==> src/rtl/cic_pkg.sv <==
// Shared definitions for the CIC interpolator: bit-growth helper, sample type
// and parameter legality check used at elaboration.
package cic_pkg;

   localparam int SAMPLE_WIDTH = 16;

   typedef logic signed [SAMPLE_WIDTH-1:0] sample_t;

   // Full-precision gain of an M=1 interpolator is R^(N-1), i.e. this many bits.
   function automatic int cic_growth(input int n, input int r);
      return (n - 1) * $clog2(r);
   endfunction

   // N within 1..6, R a power of two and at least 2.
   function automatic bit cic_params_ok(input int n, input int r);
      return (n >= 1) && (n <= 6) && (r >= 2) && ((r & (r - 1)) == 0);
   endfunction

endpackage

==> src/rtl/cic_integrator.sv <==
// Single CIC integrator stage: accumulates its input on every high-rate ce,
// holds otherwise. Arithmetic wraps modulo 2^W by design.
module cic_integrator
   import cic_pkg::*;
#(
   parameter int W = 20
) (
   input  logic                clk,
   input  logic                rst,
   input  logic                ce_i,
   input  logic signed [W-1:0] data_i,
   output logic signed [W-1:0] acc_o
);

   logic signed [W-1:0] acc_q;
   logic signed [W-1:0] acc_d;

   assign acc_d = acc_q + data_i;
   assign acc_o = acc_q;

   // Accumulator register, cleared asynchronously, advanced only on ce.
   always_ff @(posedge clk or negedge rst) begin
      if (!rst) begin
         acc_q <= '0;
      end else if (ce_i) begin
         acc_q <= acc_d;
      end
   end

endmodule

==> src/rtl/cic_interpolator.sv <==
// N-stage CIC interpolator (M=1): one-entry input buffer with valid/ready,
// comb chain at the input rate, zero-stuffing by R, and N integrators at the
// high rate. out_valid pulses one clk after each ce.
module cic_interpolator
   import cic_pkg::*;
#(
   parameter int WIDTH     = 16,
   parameter int N         = 3,
   parameter int R         = 4,
   parameter int OUT_WIDTH = WIDTH + cic_growth(N, R)
) (
   input  logic                        clk,
   input  logic                        rst,
   input  logic                        ce,
   input  logic signed [WIDTH-1:0]     in_data,
   input  logic                        in_valid,
   output logic                        in_ready,
   output logic signed [OUT_WIDTH-1:0] out_data,
   output logic                        out_valid,
   output logic                        underrun
);

   if (!cic_params_ok(N, R)) begin : g_param_check
      $error("cic_interpolator: N must be 1..6 and R a power of 2 >= 2");
   end

   localparam int PW = $clog2(R);

   logic [PW-1:0]               phase_q, phase_d;
   logic                        buf_full_q, buf_full_d;
   logic signed [WIDTH-1:0]     buf_q, buf_d;
   logic                        underrun_q, underrun_d;
   logic                        out_valid_q;
   logic signed [OUT_WIDTH-1:0] z_q, z_d;
   logic signed [OUT_WIDTH-1:0] dly_q [N];
   logic signed [OUT_WIDTH-1:0] comb  [N+1];
   logic signed [OUT_WIDTH-1:0] integ [N];
   logic signed [WIDTH-1:0]     x;
   logic                        consume;
   logic                        handshake;

   assign in_ready  = ~buf_full_q;
   assign handshake = in_valid & ~buf_full_q;
   assign consume   = ce & (phase_q == '0);

   // R is a power of two, so the phase counter wraps R-1 -> 0 on its own.
   assign phase_d = ce ? phase_q + 1'b1 : phase_q;

   // Select the source sample for a consume event and update buffer/underrun.
   always_comb begin
      x          = '0;
      buf_full_d = buf_full_q;
      buf_d      = buf_q;
      underrun_d = underrun_q;
      if (consume) begin
         if (buf_full_q) begin
            x          = buf_q;
            buf_full_d = 1'b0;
         end else if (handshake) begin
            x = in_data;
         end else begin
            underrun_d = 1'b1;
         end
      end else if (handshake) begin
         buf_full_d = 1'b1;
         buf_d      = in_data;
      end
   end

   // Comb chain: c_0 is the sign-extended sample, c_k = c_{k-1} - d_k.
   assign comb[0] = OUT_WIDTH'(x);

   genvar gi;
   for (gi = 0; gi < N; gi++) begin : g_comb
      assign comb[gi+1] = comb[gi] - dly_q[gi];
   end

   // Zero-stuffed stream: comb result on consume, zero on the other ce cycles.
   assign z_d = consume ? comb[N] : '0;

   // Control, buffer and flag registers.
   always_ff @(posedge clk or negedge rst) begin
      if (!rst) begin
         phase_q     <= '0;
         buf_full_q  <= 1'b0;
         buf_q       <= '0;
         underrun_q  <= 1'b0;
         out_valid_q <= 1'b0;
      end else begin
         phase_q     <= phase_d;
         buf_full_q  <= buf_full_d;
         buf_q       <= buf_d;
         underrun_q  <= underrun_d;
         out_valid_q <= ce;
      end
   end

   // Comb delays advance only at the input rate (consume events).
   always_ff @(posedge clk or negedge rst) begin
      if (!rst) begin
         for (int k = 0; k < N; k++) begin
            dly_q[k] <= '0;
         end
      end else if (consume) begin
         for (int k = 0; k < N; k++) begin
            dly_q[k] <= comb[k];
         end
      end
   end

   // Zero-stuff register, refreshed on every high-rate ce.
   always_ff @(posedge clk or negedge rst) begin
      if (!rst) begin
         z_q <= '0;
      end else if (ce) begin
         z_q <= z_d;
      end
   end

   // Integrator cascade; each stage consumes the registered output of the previous.
   for (gi = 0; gi < N; gi++) begin : g_integ
      logic signed [OUT_WIDTH-1:0] stage_in;
      if (gi == 0) begin : g_first
         assign stage_in = z_q;
      end else begin : g_rest
         assign stage_in = integ[gi-1];
      end
      cic_integrator #(
         .W(OUT_WIDTH)
      ) u_integ (
         .clk    (clk),
         .rst    (rst),
         .ce_i   (ce),
         .data_i (stage_in),
         .acc_o  (integ[gi])
      );
   end

   assign out_data  = integ[N-1];
   assign out_valid = out_valid_q;
   assign underrun  = underrun_q;

endmodule

==> config.mk <==
export PLATFORM = sky130hd
export DESIGN_NAME = cic_interpolator
export DESIGN_NICKNAME = d
export VERILOG_FILES = /design/src/rtl/cic_pkg.sv /design/src/rtl/cic_integrator.sv /design/src/rtl/cic_interpolator.sv
export SDC_FILE = /design/constraint.sdc
export NUM_CORES = 1
export LEC_CHECK = 0
export BUFFER_PORTS_ARGS = -buffer_cell sky130_fd_sc_hd__clkbuf_2
export CORE_MARGIN = 2
export CORE_UTILIZATION = 30
export DETAILED_ROUTE_END_ITERATION = 10
export GPL_TIMING_DRIVEN = 0
export PLACE_DENSITY_LB_ADDON = 0.15
export SETUP_SLACK_MARGIN = 0.1
export SYNTH_ARGS = -nofsm -noshare
export SYNTH_HDL_FRONTEND = slang
export SYNTH_SLANG_ARGS = --single-unit
export TNS_END_PERCENT = 1
==> constraint.sdc <==
create_clock -name clk -period 7.6 [get_ports clk]
set_input_delay 0.76 -clock clk [delete_from_list [all_inputs] [get_ports clk]]
set_output_delay 0.76 -clock clk [all_outputs]
set_load 0.01 [all_outputs]
# Word level (Yosys, flattened, before mapping)
# Cells that the tools add are included.
[classes]
addsub = 7
n_mux = 6
bitwise = 5
n_reduce_logical = 4
[ops]
columns = ["op", "count"]
rows = [
  ["$add 20x20->20", 3],
  ["$mux 16", 3],
  ["$mux 20", 1],
  ["$sub 20x20->20", 1],
  ["$sub 17x17->18", 1],
  ["$sub 16x16->17", 1],
  ["$not 1->1", 3],
  ["$reduce_and 3->1", 1],
  ["$add 2x1->2 const B", 1],
  ["$and 1x1->1", 2],
  ["$logic_not 2->1", 1],
  ["$mux 1", 2],
  ["$reduce_and 2->1", 1],
  ["$reduce_bool 2->1", 1],
]
[totals]
ff_bits = 154
inputBits = 20
out_inout_bits = 23
word_cells = 34

# Logic depth before layout (Yosys ltp)
[logic_depth]
word_depth = 9
ltp_mapped = 32
mapped_depth_nobuf = 28

# By module
# Synthesis repeated with hierarchy kept, for this count alone.
[hier_totals]
hier_cells = 1280
area_unflattened_um2 = 11663.7
[by_module_without_submodules]
columns = ["mod", "n_inst", "cells_per_inst", "area_per_inst_um2", "seq_area_each_um2"]
rows = [
  ["cic_interpolator", 1, 724, 6465.0, 2302.2],
  ["cic_integrator (g_integ[1].u_integ ...)", 2, 185, 1736.7, 500.5],
  ["cic_integrator (g_integ[0].u_integ)", 1, 186, 1725.4, 500.5],
]

# Least setup slack after synthesis
# No wires, ideal clock.
[synth_timing]
kind = "input-to-reg"
start = "input ce"
end = "register z_q[17] (netlist: g_integ[0].stage_in[17])"
setup_time_ns = 0.069
t_arrival_ns = 5.729
t_required_ns = 7.531
path_slack_ns = 1.802
stages = 27
n_path_buf = 3
path_cell_list = "and2_1 -> clkbuf_1 -> buf_1 -> clkbuf_1 -> nand2_1 -> ha_1 -> nor2b_1 -> o21ai_0 -> a21boi_0 -> o31a_1 -> o21ai_0 -> a21boi_0 -> nor2_1 -> ha_1 -> a21oi_1 -> o21ai_0 -> nor4_1 -> o311ai_1 -> nand2_1 -> xnor2_1 -> ha_1 -> nand2_1 -> o21ai_0 -> nor2b_1 -> o2bb2ai_1 -> or4_1 -> nand3_1"
[synth_rtl]
columns = ["element", "line_no", "source"]
rows = [
  ["start, declared", "cic_interpolator.sv:14", "input logic ce,"],
  ["end signal, assigned", "cic_interpolator.sv:116", "z_q <= z_d;"],
  ["end, declared", "cic_interpolator.sv:34", "logic signed [OUT_WIDTH-1:0] z_q, z_d;"],
]

==> summary.txt <==
Clocking
  – Clk slew on worst S/H paths: 0.06 ns
  – Hold buffer count at CTS: 0
  – Clock sinks: 152
  – Clk buf depth: 2
  – Clock Root Buffer: clkbuf_16
  – Total CTS buffers: 17
  – CTS tree: built
  – H-tree Lvls: 4
  – Worst skew pair latency: 0.45 ns

Final layout
  – Share of cells above drive strength 1: 12.1%
  – Final instance count without filler cells: 1,771
  – Final Util: 34.0%
  – Fin nets: 1,421
  – P&R area growth vs syn: 12.6%
  – # diodes: 0

Detailed routing
  – Antenna violation net count after detailed routing: 0
  – Drt total wl: 28,700 µm
  – Routed len/inst: 16.2 µm
  – Vias per cell: 5.09
  – 1st-iter DRT viols: 281
  – Drt drc: 0
  – Drt pass-1 iters: 6
  – Vias post-DR: 9,017

Worst setup path
  – CP endpoint kind: flop
  – Worst EP arrival: 7.07 ns
  – Slowest library cell on the worst path: a21boi_1
  – Crit path largest cell delay: 0.43 ns
  – Worst-path fanout max: 10
  – Setup Crit Path Kind: reg -> reg
  – CP most frequent cell: ha_1
  – Worst setup SP type: flop
  – Required time worst endpoint: 7.97 ns

Status
  – Status: completed

Synthesis
  – Synth warn: 0
  – Yosys cell types: 68
  – EDFF count, synth: 0
  – Largest area contributor in the netlist: dfrtp_1
  – Post-synth top cells: dfrtp_1, ha_1, inv_1
  – Synth Area per Inst: 9.21 µm²
  – Register bit total from synthesis: 152
  – Post-Syn Instances: 1,224
  – Main synth FF type: dfrtp_1
  – FFs w/ async S/R, synth: 100%
  – Post-Syn Nets: 1,359
  – Seq/Total Area, Yosys: 33.7%
  – Synth top area cells: dfrtp_1, ha_1, mux2_2, xnor2_1, a21o_1
  – Top-area cell type share of the netlist area: 33.7%
  – Mapped Area: 11,300 µm²
  – Dominant cell by count in the synthesized netlist: dfrtp_1

Floorplan
  – Die Ht: 198 µm
  – Die width: 198 µm
  – Starting Density: 30.2%
  – Core area: 37,300 µm²
  – Die area: 39,200 µm²
  – Row count: 71
  – IO Pins: 43

Placed design
  – Placed cells: 1,741
  – IO buf count: 42
  – Final HPWL DP: 21,700 µm
  – Placer Congestion: 0.877
  – Dpl ws: 0.0704 ns

Timing
  – Worst slew margin: 40.0%
  – Worst Max-Slew Pin Slew: 0.900 ns
  – Min cycle time layout: 6.69 ns
  – Setup ws final: 0.905 ns
  – Fin Clk Skew: 0.0111 ns
  – Final period util: 88.1%
  – Final setup violation count: 0
  – Fmax: 149 MHz
  – RSZ-0062 raised after global routing: no
  – Fin. max-slew vios: 0
  – Final Hold Viols: 0
  – Setup TNS: 0 ns

Global routing
  – GRT Util Overall: 15.7%
  – Initial antenna violation count: 0
  – First-pass GRT wire length: 48,300 µm
  – Vias in the first global route: 9,474
  – Gr ovfl total: 0
  – Largest net degree at the start of global routing: 93

Hold path
  – Path type of the worst min-delay path: in -> async

Flow run
  – Max Cap Viol: 0
## repair_timing
item | 4_1_cts | 5_1_grt
endpoints found under the setup margin | 0 | 10
gates resized for setup | 0 | 4
setup buffers | 0 | 0
## cell usage in the layout (no fill, tap or decap), types with 6 or more instances in the layout
master / count
ha_1: 109
and3_1: 26
nand2_1: 83
or3_1: 6
nand2b_1: 18
clkbuf_1: 32
a211oi_1: 7
nor3_1: 22
mux2_2: 64
a21o_1: 62
nand3_1: 18
inv_1: 94
xor2_1: 14
clkbuf_16: 17
a22o_1: 12
o211ai_1: 13
o21bai_1: 6
nor2_1: 77
a31oi_1: 13
clkbuf_2: 43
o21a_1: 24
mux2i_1: 9
nor2b_1: 20
buf_1: 10
dfrtp_1: 152
o21ai_0: 73
nand4_1: 9
a21oi_1: 82
xnor2_1: 55
o31ai_1: 16
fa_1: 6
## metrics by stage
stage,cell area [µm²],hold slack [ns]
2_1_floorplan,11300,0.438
3_3_place_gp,12100,0.448
3_5_place_dp,12100,0.447
4_1_cts,12700,0.322
5_1_grt,12700,0.339
6_report,12700,0.310
## layer usage
| layer | wire, µm | up-vias | GRT usage (%) |
|---|---|---|---|
| met2 | 14400 | 102 | 28.8 |
| met1 | 12900 | 4301 | 17.9 |
| li1 | - | 4578 | - |
| met4 | 877 | 0 | 6.57 |
| met3 | 593 | 36 | 2.69 |
| met5 | 0 | - | 0 |
## kinds of logic (layout without fill, tap and decap cells)
family / count (synthesis) / after routing / share of synthesized area, %
fa+ha+maj: 115 / 115 / 13.2
simple gates: 298 / 298 / 12.7
flops: 152 / 152 / 33.7
mux: 74 / 74 / 7.32
buf+inv: 136 / 209 / 4.59
compound gates: 380 / 380 / 23.1
xor+xnor: 69 / 69 / 5.36
## area by class of cell
type	instances	area, µm²
fillers	3894	24600
multi-input cells	936	6960
flip-flops and latches	152	3800
well taps	474	593
clock buffers	21	450
inverters	94	353
repair buffers	43	246
plain buffers	42	168
clock inverters	9	126
## critical path: cells and delay by family (launching register included)
kind	cells	cell delay, ns
compound gates	11	2.41
flops	1	0.39
fa+ha+maj	4	1.24
buf+inv	5	1.03
simple gates	10	1.52
## state kept, by name, indices dropped and copies added (netlist names)
signal                 flops
buf_full_q                 1
buf_q                     16
dly_q                     51
g_integ.stage_in          20
g_integ.u_integ.acc_o     60
out_valid                  1
phase_q                    2
underrun                   1
## final timing paths
| check | from | endpoint | slack, ns | cells past startpoint |
|---|---|---|---|---|
| max | phase_q[0] | g_integ[0].stage_in[17] | 0.91 | 30 |
| min | rst | g_integ[2].u_integ.acc_o[1] | 0.31 | 1 |
| max reg2reg | phase_q[0] | g_integ[0].stage_in[17] | 0.91 | 30 |
| min reg2reg | underrun | underrun | 0.46 | 1 |
| max in group asynchronous | rst | dly_q[35] | 6.43 | 2 |
| min in group clk | underrun | underrun | 0.46 | 1 |
Power is not shown: default switching activity piles up to over one toggle a cycle in this logic, so the estimate is an artifact.
